===== src/rtl/apb_prio_master.sv =====
// APB initiator for the interrupt controller priority registers: one command, one APB transfer, one response pulse.
// Optional power-up programming of every priority register is enabled by defining APB_PRIO_AUTO_INIT_EN.
module apb_prio_master #(
  parameter int unsigned NO_OF_PERIPHERALS = 8,
  parameter int unsigned WIDTH             = $clog2(NO_OF_PERIPHERALS),
  parameter int unsigned TIMEOUT_CYCLES    = 16
) (
  input  logic             pclk,
  input  logic             presetn,
  input  logic             cmd_valid,
  output logic             cmd_ready,
  input  logic             cmd_write,
  input  logic [WIDTH-1:0] cmd_addr,
  input  logic [WIDTH-1:0] cmd_wdata,
  output logic             rsp_valid,
  output logic [WIDTH-1:0] rsp_rdata,
  output logic             rsp_err,
  output logic             init_busy,
  output logic             psel,
  output logic             penable,
  output logic             pwrite,
  output logic [WIDTH-1:0] paddr,
  output logic [WIDTH-1:0] pwdata,
  input  logic [WIDTH-1:0] prdata,
  input  logic             pready
);

  localparam int unsigned CNT_W = $clog2(TIMEOUT_CYCLES + 1);

  typedef enum logic [1:0] {
    S_IDLE   = 2'd0,
    S_SETUP  = 2'd1,
    S_ACCESS = 2'd2,
    S_INIT   = 2'd3
  } state_t;

`ifdef APB_PRIO_AUTO_INIT_EN
  localparam state_t RST_STATE = S_INIT;
`else
  localparam state_t RST_STATE = S_IDLE;
`endif

  state_t             r_state, w_state_nxt;
  logic [CNT_W-1:0]   r_cnt, w_cnt_nxt;
  logic               r_cmd_ready, w_cmd_ready_nxt;
  logic               r_psel, w_psel_nxt;
  logic               r_penable, w_penable_nxt;
  logic               r_pwrite, w_pwrite_nxt;
  logic [WIDTH-1:0]   r_paddr, w_paddr_nxt;
  logic [WIDTH-1:0]   r_pwdata, w_pwdata_nxt;
  logic               r_rsp_valid, w_rsp_valid_nxt;
  logic [WIDTH-1:0]   r_rsp_rdata, w_rsp_rdata_nxt;
  logic               r_rsp_err, w_rsp_err_nxt;

  logic w_accept;
  logic w_timeout;
  logic w_done;

  assign w_accept  = (r_state == S_IDLE) && cmd_valid && r_cmd_ready;
  assign w_timeout = (r_state == S_ACCESS) && !pready && (r_cnt == CNT_W'(TIMEOUT_CYCLES - 1));
  assign w_done    = (r_state == S_ACCESS) && (pready || w_timeout);

`ifdef APB_PRIO_AUTO_INIT_EN
  logic             r_init_busy, w_init_busy_nxt;
  logic [WIDTH-1:0] r_idx, w_idx_nxt;
  logic             w_last;

  assign w_last = (r_idx == WIDTH'(NO_OF_PERIPHERALS - 1));
`endif

  // State register
  always_ff @(posedge pclk or negedge presetn) begin
    if (!presetn) r_state <= RST_STATE;
    else          r_state <= w_state_nxt;
  end

  // Next-state logic
  always_comb begin
    w_state_nxt = r_state;
    case (r_state)
      S_IDLE:   if (w_accept) w_state_nxt = S_SETUP;
      S_SETUP:  w_state_nxt = S_ACCESS;
      S_ACCESS: begin
        if (w_done) begin
          w_state_nxt = S_IDLE;
`ifdef APB_PRIO_AUTO_INIT_EN
          if (r_init_busy && !w_last) w_state_nxt = S_INIT;
`endif
        end
      end
`ifdef APB_PRIO_AUTO_INIT_EN
      S_INIT:   w_state_nxt = S_SETUP;
`endif
      default:  w_state_nxt = S_IDLE;
    endcase
  end

  // Next values of the registered outputs and timeout counter
  always_comb begin
    w_cnt_nxt       = r_cnt;
    w_cmd_ready_nxt = r_cmd_ready;
    w_psel_nxt      = r_psel;
    w_penable_nxt   = r_penable;
    w_pwrite_nxt    = r_pwrite;
    w_paddr_nxt     = r_paddr;
    w_pwdata_nxt    = r_pwdata;
    w_rsp_valid_nxt = 1'b0;
    w_rsp_rdata_nxt = '0;
    w_rsp_err_nxt   = 1'b0;
`ifdef APB_PRIO_AUTO_INIT_EN
    w_init_busy_nxt = r_init_busy;
    w_idx_nxt       = r_idx;
`endif
    case (r_state)
      S_IDLE: begin
        w_cmd_ready_nxt = 1'b1;
        if (w_accept) begin
          w_cmd_ready_nxt = 1'b0;
          w_psel_nxt      = 1'b1;
          w_penable_nxt   = 1'b0;
          w_pwrite_nxt    = cmd_write;
          w_paddr_nxt     = cmd_addr;
          w_pwdata_nxt    = cmd_wdata;
          w_cnt_nxt       = '0;
        end
      end
      S_SETUP: begin
        w_penable_nxt = 1'b1;
      end
      S_ACCESS: begin
        if (w_done) begin
          w_psel_nxt    = 1'b0;
          w_penable_nxt = 1'b0;
          w_pwrite_nxt  = 1'b0;
          w_paddr_nxt   = '0;
          w_pwdata_nxt  = '0;
          w_cnt_nxt     = '0;
`ifdef APB_PRIO_AUTO_INIT_EN
          if (r_init_busy) begin
            // Init writes never respond; a timed-out index is simply skipped
            if (w_last) begin
              w_init_busy_nxt = 1'b0;
              w_cmd_ready_nxt = 1'b1;
            end else begin
              w_idx_nxt = r_idx + WIDTH'(1);
            end
          end else
`endif
          begin
            w_rsp_valid_nxt = 1'b1;
            w_rsp_err_nxt   = !pready;
            w_rsp_rdata_nxt = (pready && !r_pwrite) ? prdata : '0;
            w_cmd_ready_nxt = 1'b1;
          end
        end else begin
          w_cnt_nxt = r_cnt + CNT_W'(1);
        end
      end
`ifdef APB_PRIO_AUTO_INIT_EN
      S_INIT: begin
        w_init_busy_nxt = 1'b1;
        w_cmd_ready_nxt = 1'b0;
        w_psel_nxt      = 1'b1;
        w_penable_nxt   = 1'b0;
        w_pwrite_nxt    = 1'b1;
        w_paddr_nxt     = r_idx;
        w_pwdata_nxt    = r_idx;
        w_cnt_nxt       = '0;
      end
`endif
      default: ;
    endcase
  end

  // Output and counter registers
  always_ff @(posedge pclk or negedge presetn) begin
    if (!presetn) begin
      r_cnt       <= '0;
      r_cmd_ready <= 1'b0;
      r_psel      <= 1'b0;
      r_penable   <= 1'b0;
      r_pwrite    <= 1'b0;
      r_paddr     <= '0;
      r_pwdata    <= '0;
      r_rsp_valid <= 1'b0;
      r_rsp_rdata <= '0;
      r_rsp_err   <= 1'b0;
`ifdef APB_PRIO_AUTO_INIT_EN
      r_init_busy <= 1'b0;
      r_idx       <= '0;
`endif
    end else begin
      r_cnt       <= w_cnt_nxt;
      r_cmd_ready <= w_cmd_ready_nxt;
      r_psel      <= w_psel_nxt;
      r_penable   <= w_penable_nxt;
      r_pwrite    <= w_pwrite_nxt;
      r_paddr     <= w_paddr_nxt;
      r_pwdata    <= w_pwdata_nxt;
      r_rsp_valid <= w_rsp_valid_nxt;
      r_rsp_rdata <= w_rsp_rdata_nxt;
      r_rsp_err   <= w_rsp_err_nxt;
`ifdef APB_PRIO_AUTO_INIT_EN
      r_init_busy <= w_init_busy_nxt;
      r_idx       <= w_idx_nxt;
`endif
    end
  end

  assign cmd_ready = r_cmd_ready;
  assign psel      = r_psel;
  assign penable   = r_penable;
  assign pwrite    = r_pwrite;
  assign paddr     = r_paddr;
  assign pwdata    = r_pwdata;
  assign rsp_valid = r_rsp_valid;
  assign rsp_rdata = r_rsp_rdata;
  assign rsp_err   = r_rsp_err;
`ifdef APB_PRIO_AUTO_INIT_EN
  assign init_busy = r_init_busy;
`else
  assign init_busy = 1'b0;
`endif

endmodule

===== config.mk =====
export PLATFORM = sky130hd
export DESIGN_NAME = apb_prio_master
export DESIGN_NICKNAME = d
export VERILOG_FILES = /design/src/rtl/apb_prio_master.sv
export SDC_FILE = /design/constraint.sdc
export NUM_CORES = 1
export LEC_CHECK = 0
export ABC_AREA = 1
export CAP_MARGIN = 5
export CORE_MARGIN = 2
export CORE_UTILIZATION = 47
export CTS_CLUSTER_SIZE = 12
export DETAILED_ROUTE_END_ITERATION = 12
export PLACE_DENSITY = 0.82
export SLEW_MARGIN = 20
export SYNTH_ARGS = -nofsm -noshare
export SYNTH_HDL_FRONTEND = slang
export SYNTH_SLANG_ARGS = --single-unit

===== constraint.sdc =====
create_clock -name pclk -period 3.2 [get_ports pclk]
set_clock_uncertainty 0.1 [all_clocks]
set_input_delay 0.64 -clock pclk [delete_from_list [all_inputs] [get_ports pclk]]
set_output_delay 0.64 -clock pclk [all_outputs]
set_load 0.02 [all_outputs]

==> results.cfg, run 1 <==
[finish]
antennaDiodeCount = 0
final_cells = 153
final_cell_area_mm2 = 0.00123
syn2layout_area_growth_pct = 34.5
final_cell_mix = nand2_1 (40), clkdlybuf4s50_1 (28), dfrtp_1 (22)
n_fill_cell = 145
layout-drive-gt1-share_pct = 7.03
nets = 146
final_common_cell = nand2_1

[sta]
fmaxAchievable_mhz = 492
grt_setup_unrepaired = no
min_period_ns = 2.03
setup_ws_ns = 1.17
slew_viol_final = 0
finalHoldViolations = 0
worst_slew_pin_slew_ns = 0.938
slew_headroom_pct = 37.3
fin_crit_sh_pct = 63.6
setup_violations = 0
tns_ns = 0

[yosys]
yosys.area.top_type = dfrtp_1
synth_warnings = 0
syn_area_um2 = 915
ys_seq_area_share_pct = 60.2
yosys.area.top_type_share_pct = 60.2
yosys_register_bits = 22
synthTopCellsByArea = dfrtp_1 (60%), nand2_1 (16%), inv_1 (3.3%)
syn_nets = 115
synth_cell_types = 19
synthCells = 99
avgSynthCellArea_um2 = 9.24

[floorplan]
start_util_pct = 51.3
die_y_um = 48.1
coreArea_mm2 = 0.00178
rows = 15
die_w_um = 48.1
die-area_mm2 = 0.00232
pin_count = 30

[cts]
cts-buffers-inserted = 3
h-tree-depth = 1
cts.sinks = 22
cts_hold_buf = 0
clock_latency_ns = 0.30
clkTransAtPathRegs_ns = 0.11
cts-root-buf = clkbuf_4
tritoncts = done
post-cts-setup-buffers = 0
cts.path.max_buffers = 2
cts_resized = 0

[placement]
dp_slack_ns = 1.10
placedInstanceArea_mm2 = 0.00121
detailed_place_hpwl_um = 1290
port-buffer-count = 28
dp_cells = 150
gp_congestion = 0.715

[critical_path]
critPathTopFamily = buffers and inverters
rrSetupSlack_ns = 1.46
cpPeakStageDelay_ns = 0.61
reg2reg_depth = 8
cp_num_cells = 1
endpoint = cmd_ready
worst_ep_required_time_ns = 2.46
crit_slowest_cell = clkdlybuf4s50_1
path_class = reg2out
crit_path_start_kind = flip-flop
crit-reg2reg-capture = pwdata[0]$_DFFE_PN0P_
cp_max_fo = 3
crit_start = cmd_ready$_DFFE_PN0P_
critPathBufInv = 1
crit_path_end_kind = primary output
cp_cell_sequence = clkdlybuf4s50_1
arrival_ns = 1.29
r2r-start = r_cnt[0]$_DFFE_PN0P_

[global_route]
overflow = 0
antenna_found_initial = 0
grt_max_degree = 23
track_usage_pct = 16.7
grt_pass1_wl_um = 2620
grt_pass1_vias = 633

[route]
wl_um = 1670
first_pass_iters = 5
drt-initial-drc-count = 8
vias = 706
via_per_inst = 4.61
route.detailed.drc = 0
wire_per_inst_um = 10.9
final_antenna_net_count = 0

[power]
p_per_area_mw_per_mm2 = 754
p_leak_uw = 0.000605
vdd_drop_max_mv = 0.432

[job]
drv_cap = 0

[outcome]
status = complete, no violations

[worst_hold_path]
min_path_type = reg2reg
hold_path_depth = 2
==> final cells by class <==
class                           instances  area [um^2]  area share [%]
Timing Repair Buffer                   28          280            22.8
Clock buffer                            3         22.5            1.83
Tap cell                               25         31.3            2.54
Multi-Input combinational cell         67          315            25.6
Sequential cell                        22          551            44.8
Inverter                                8         30.0            2.44
==> Yosys cell counts <==
cell type and count:
and3_1 1, buf_4 1, buf_6 1, conb_1 1, dfrtp_1 22, ha_1 2
inv_1 8, nand2_1 40, nand2_2 1, nand3_1 4, nor2_1 6, nor2_2 2
nor2_4 1, nor3_1 1, o21ai_0 4, o21ai_2 1, or2_2 1, xnor2_1 1
xor2_1 1
==> cells by family after synthesis <==
family	after synthesis	synth area share (%)
flip-flops	22	60.2
other	1	0.410
XOR/XNOR	2	1.92
adder cells (fa/ha/maj)	2	2.74
AND/OR/NAND/NOR	57	26.3
buffers and inverters	10	5.34
AO/OA/AOI/OAI	5	3.15
==> report_power, final <==
group / internal [uW] / switching [uW] / leakage, uW
sequential: 352 / 47.4 / 0.000290
clock: 43.9 / 75.5 / 0.0000138
combinational: 170 / 239 / 0.000302
==> layer usage <==
| layer | part of all wire, % | vias up | GRT usage (%) | wire [um] |
|---|---|---|---|---|
| met5 | 0 | - | 0 | 0 |
| met4 | 0.84 | 0 | 8.11 | 14 |
| met3 | 3.6 | 2 | 2.22 | 60 |
| met2 | 49 | 21 | 26.9 | 812 |
| met1 | 47 | 322 | 22.2 | 785 |
| li1 | - | 361 | - | - |
==> stage by stage <==
| stage | power (uW) | util, % | hold slack (ns) |
|---|---|---|---|
| final | 928 | 69.0 | 0.386 |
| after global placement | 805 | 67.7 | 0.360 |
| after CTS | 934 | 69.0 | 0.385 |
| after detailed placement | 818 | 67.7 | 0.360 |
| after global routing | 997 | 69.0 | 0.408 |
| after floorplan | 648 | - | 0.244 |
==> worst min path at each step <==
stage / to / start
finish: pwdata[0]$_DFFE_PN0P_ / pwdata[0]$_DFFE_PN0P_
global route: paddr[0]$_DFFE_PN0P_ / paddr[0]$_DFFE_PN0P_
CTS: psel$_DFFE_PN0P_ / psel$_DFFE_PN0P_
detailed placement: pwdata[0]$_DFFE_PN0P_ / pwdata[0]$_DFFE_PN0P_
global placement: paddr[0]$_DFFE_PN0P_ / paddr[0]$_DFFE_PN0P_
floorplan: cmd_ready$_DFFE_PN0P_ / presetn
==> registers in the layout, indices dropped and copies added (netlist names) <==
| signal | cells |
|---|---|
| r_cnt | 5 |
| paddr | 3 |
| pwdata | 3 |
| rsp_rdata | 3 |
| r_state | 2 |
| cmd_ready | 1 |
| penable | 1 |
| psel | 1 |
| pwrite | 1 |
| rsp_err | 1 |
| rsp_valid | 1 |
==> worst register-to-register path, delay by kind of cell (launching register included) <==
family / cells / cell delay (ns)
AO/OA/AOI/OAI: 1 / 0.17
adder cells (fa/ha/maj): 2 / 0.43
flip-flops: 1 / 0.42
AND/OR/NAND/NOR: 5 / 0.58
Note: power is estimated with default switching activity, not from simulation.
==> run 2: changes to the inputs <==
CORE_UTILIZATION = 44   (was 47)
PLACE_DENSITY = 0.77   (was 0.82)
clock period = 2.04 ns   (was 3.2 ns; I/O delays follow)
==> run 2 against run 1 <==
Effect of this change:
- highest routed layer unchanged
- die area up 6.2%
- critical endpoint unchanged
- wire length up 1.1%
- worst hold slack worse by 0.053 ns
- clock power increased by 62%
- via count is 3.3% higher
- combinational power rose by 58%
- sequential share of layout area shrank 0.63 points
- critical path depth unchanged
- register-to-register slack got worse by 1.2 ns
==> results.cfg, run 2 (synthesized netlist as in run 1, its figures left out) <==
[outcome]
status = complete, no violations

[global_route]
antenna_found_initial = 0
grt_pass1_vias = 758
overflow = 0
grt_pass1_wl_um = 3140
grt_max_degree = 23
track_usage_pct = 16.4

[critical_path]
path_class = reg2out
rrSetupSlack_ns = 0.26
crit_path_end_kind = primary output
cp_max_fo = 3
crit_slowest_cell = clkdlybuf4s50_1
arrival_ns = 1.34
crit_path_start_kind = flip-flop
critPathBufInv = 1
cp_cell_sequence = clkdlybuf4s50_1
critPathTopFamily = buffers and inverters
cpPeakStageDelay_ns = 0.63
worst_ep_required_time_ns = 1.53

[job]
drv_cap = 0

[cts]
tritoncts = done
cts_resized = 0
clkTransAtPathRegs_ns = 0.11
cts_hold_buf = 0
cts.path.max_buffers = 2
cts-root-buf = clkbuf_4
cts.sinks = 22
cts-buffers-inserted = 3
clock_latency_ns = 0.30
h-tree-depth = 1
post-cts-setup-buffers = 0

[floorplan]
rows = 16
die_w_um = 49.6
die_y_um = 49.6
pin_count = 30
die-area_mm2 = 0.00246
start_util_pct = 46.6
coreArea_mm2 = 0.00196

[route]
route.detailed.drc = 0
via_per_inst = 4.64
first_pass_iters = 6
wire_per_inst_um = 10.8
final_antenna_net_count = 0
drt-initial-drc-count = 9
wl_um = 1690
vias = 729

[sta]
finalHoldViolations = 0
hold_ws_ns = 0.333
setup_violations = 0
grt_setup_unrepaired = no
min_period_ns = 1.84
tns_ns = 0
slew_viol_final = 0
fmaxAchievable_mhz = 543
fin_crit_sh_pct = 90.4

[finish]
layout-drive-gt1-share_pct = 8.46
antennaDiodeCount = 0
syn2layout_area_growth_pct = 36.4
top_register = r_cnt
final_cell_mix = nand2_1 (40), clkdlybuf4s50_1 (28), dfrtp_1 (22)
largest_reg_flops = 5
nets = 148
n_fill_cell = 174
final_common_cell = nand2_1

[power]
vdd_drop_max_mv = 0.755
p_leak_uw = 0.000615
p_per_area_mw_per_mm2 = 1180

[worst_hold_path]
min_path_type = in2async

[placement]
port-buffer-count = 28
detailed_place_hpwl_um = 1310
gp_congestion = 0.784
-- run 2: worst paths after layout --
path / start / to / depth (start not counted)
min in group pclk: psel$_DFFE_PN0P_ / psel$_DFFE_PN0P_ / 2
worst max register to register: r_cnt[0]$_DFFE_PN0P_ / paddr[1]$_DFFE_PN0P_ / 8
max in group asynchronous: presetn / paddr[1]$_DFFE_PN0P_ / 2
worst max-delay path: cmd_ready$_DFFE_PN0P_ / cmd_ready / 1
worst min-delay path: presetn / r_cnt[3]$_DFFE_PN0P_ / 2
worst min register to register: psel$_DFFE_PN0P_ / psel$_DFFE_PN0P_ / 2
-- run 2: per-stage QoR --
stage | instances | utilization (%) | worst slack, ns | cell area [um^2] | power (uW)
after global routing | 157 | 63.6 | 0.0788 | 1250 | 1580
final | 157 | 63.6 | 0.197 | 1250 | 1470
after CTS | 157 | 63.6 | 0.182 | 1250 | 1480
after floorplan | 99 | - | 0.468 | 915 | 1020
after detailed placement | 154 | 62.4 | 0.279 | 1220 | 1290
after global placement | 154 | 62.4 | 0.332 | 1220 | 1280
-- run 2: power by group --
group	switching, uW	internal, uW	total [uW]
Combinational	370	276	646
Clock	124	69.0	193
Sequential	77.6	552	630
-- run 2: layer usage --
layer | GRT usage, % | share of wire (%) | up-vias
met4 | 4.17 | 1.1 | 0
met2 | 26.9 | 49 | 26
met5 | 0 | 0 | -
met3 | 4.24 | 7.4 | 3
met1 | 21.6 | 42 | 336
li1 | - | - | 364
-- run 2: cell type report --
| cell class | count | area [um^2] | area share, % |
|---|---|---|---|
| Inverter | 8 | 30.0 | 2.41 |
| Clock buffer | 3 | 22.5 | 1.81 |
| Sequential cell | 22 | 551 | 44.1 |
| Multi-Input combinational cell | 67 | 315 | 25.3 |
| Timing Repair Buffer | 30 | 295 | 23.7 |
| Tap cell | 27 | 33.8 | 2.71 |
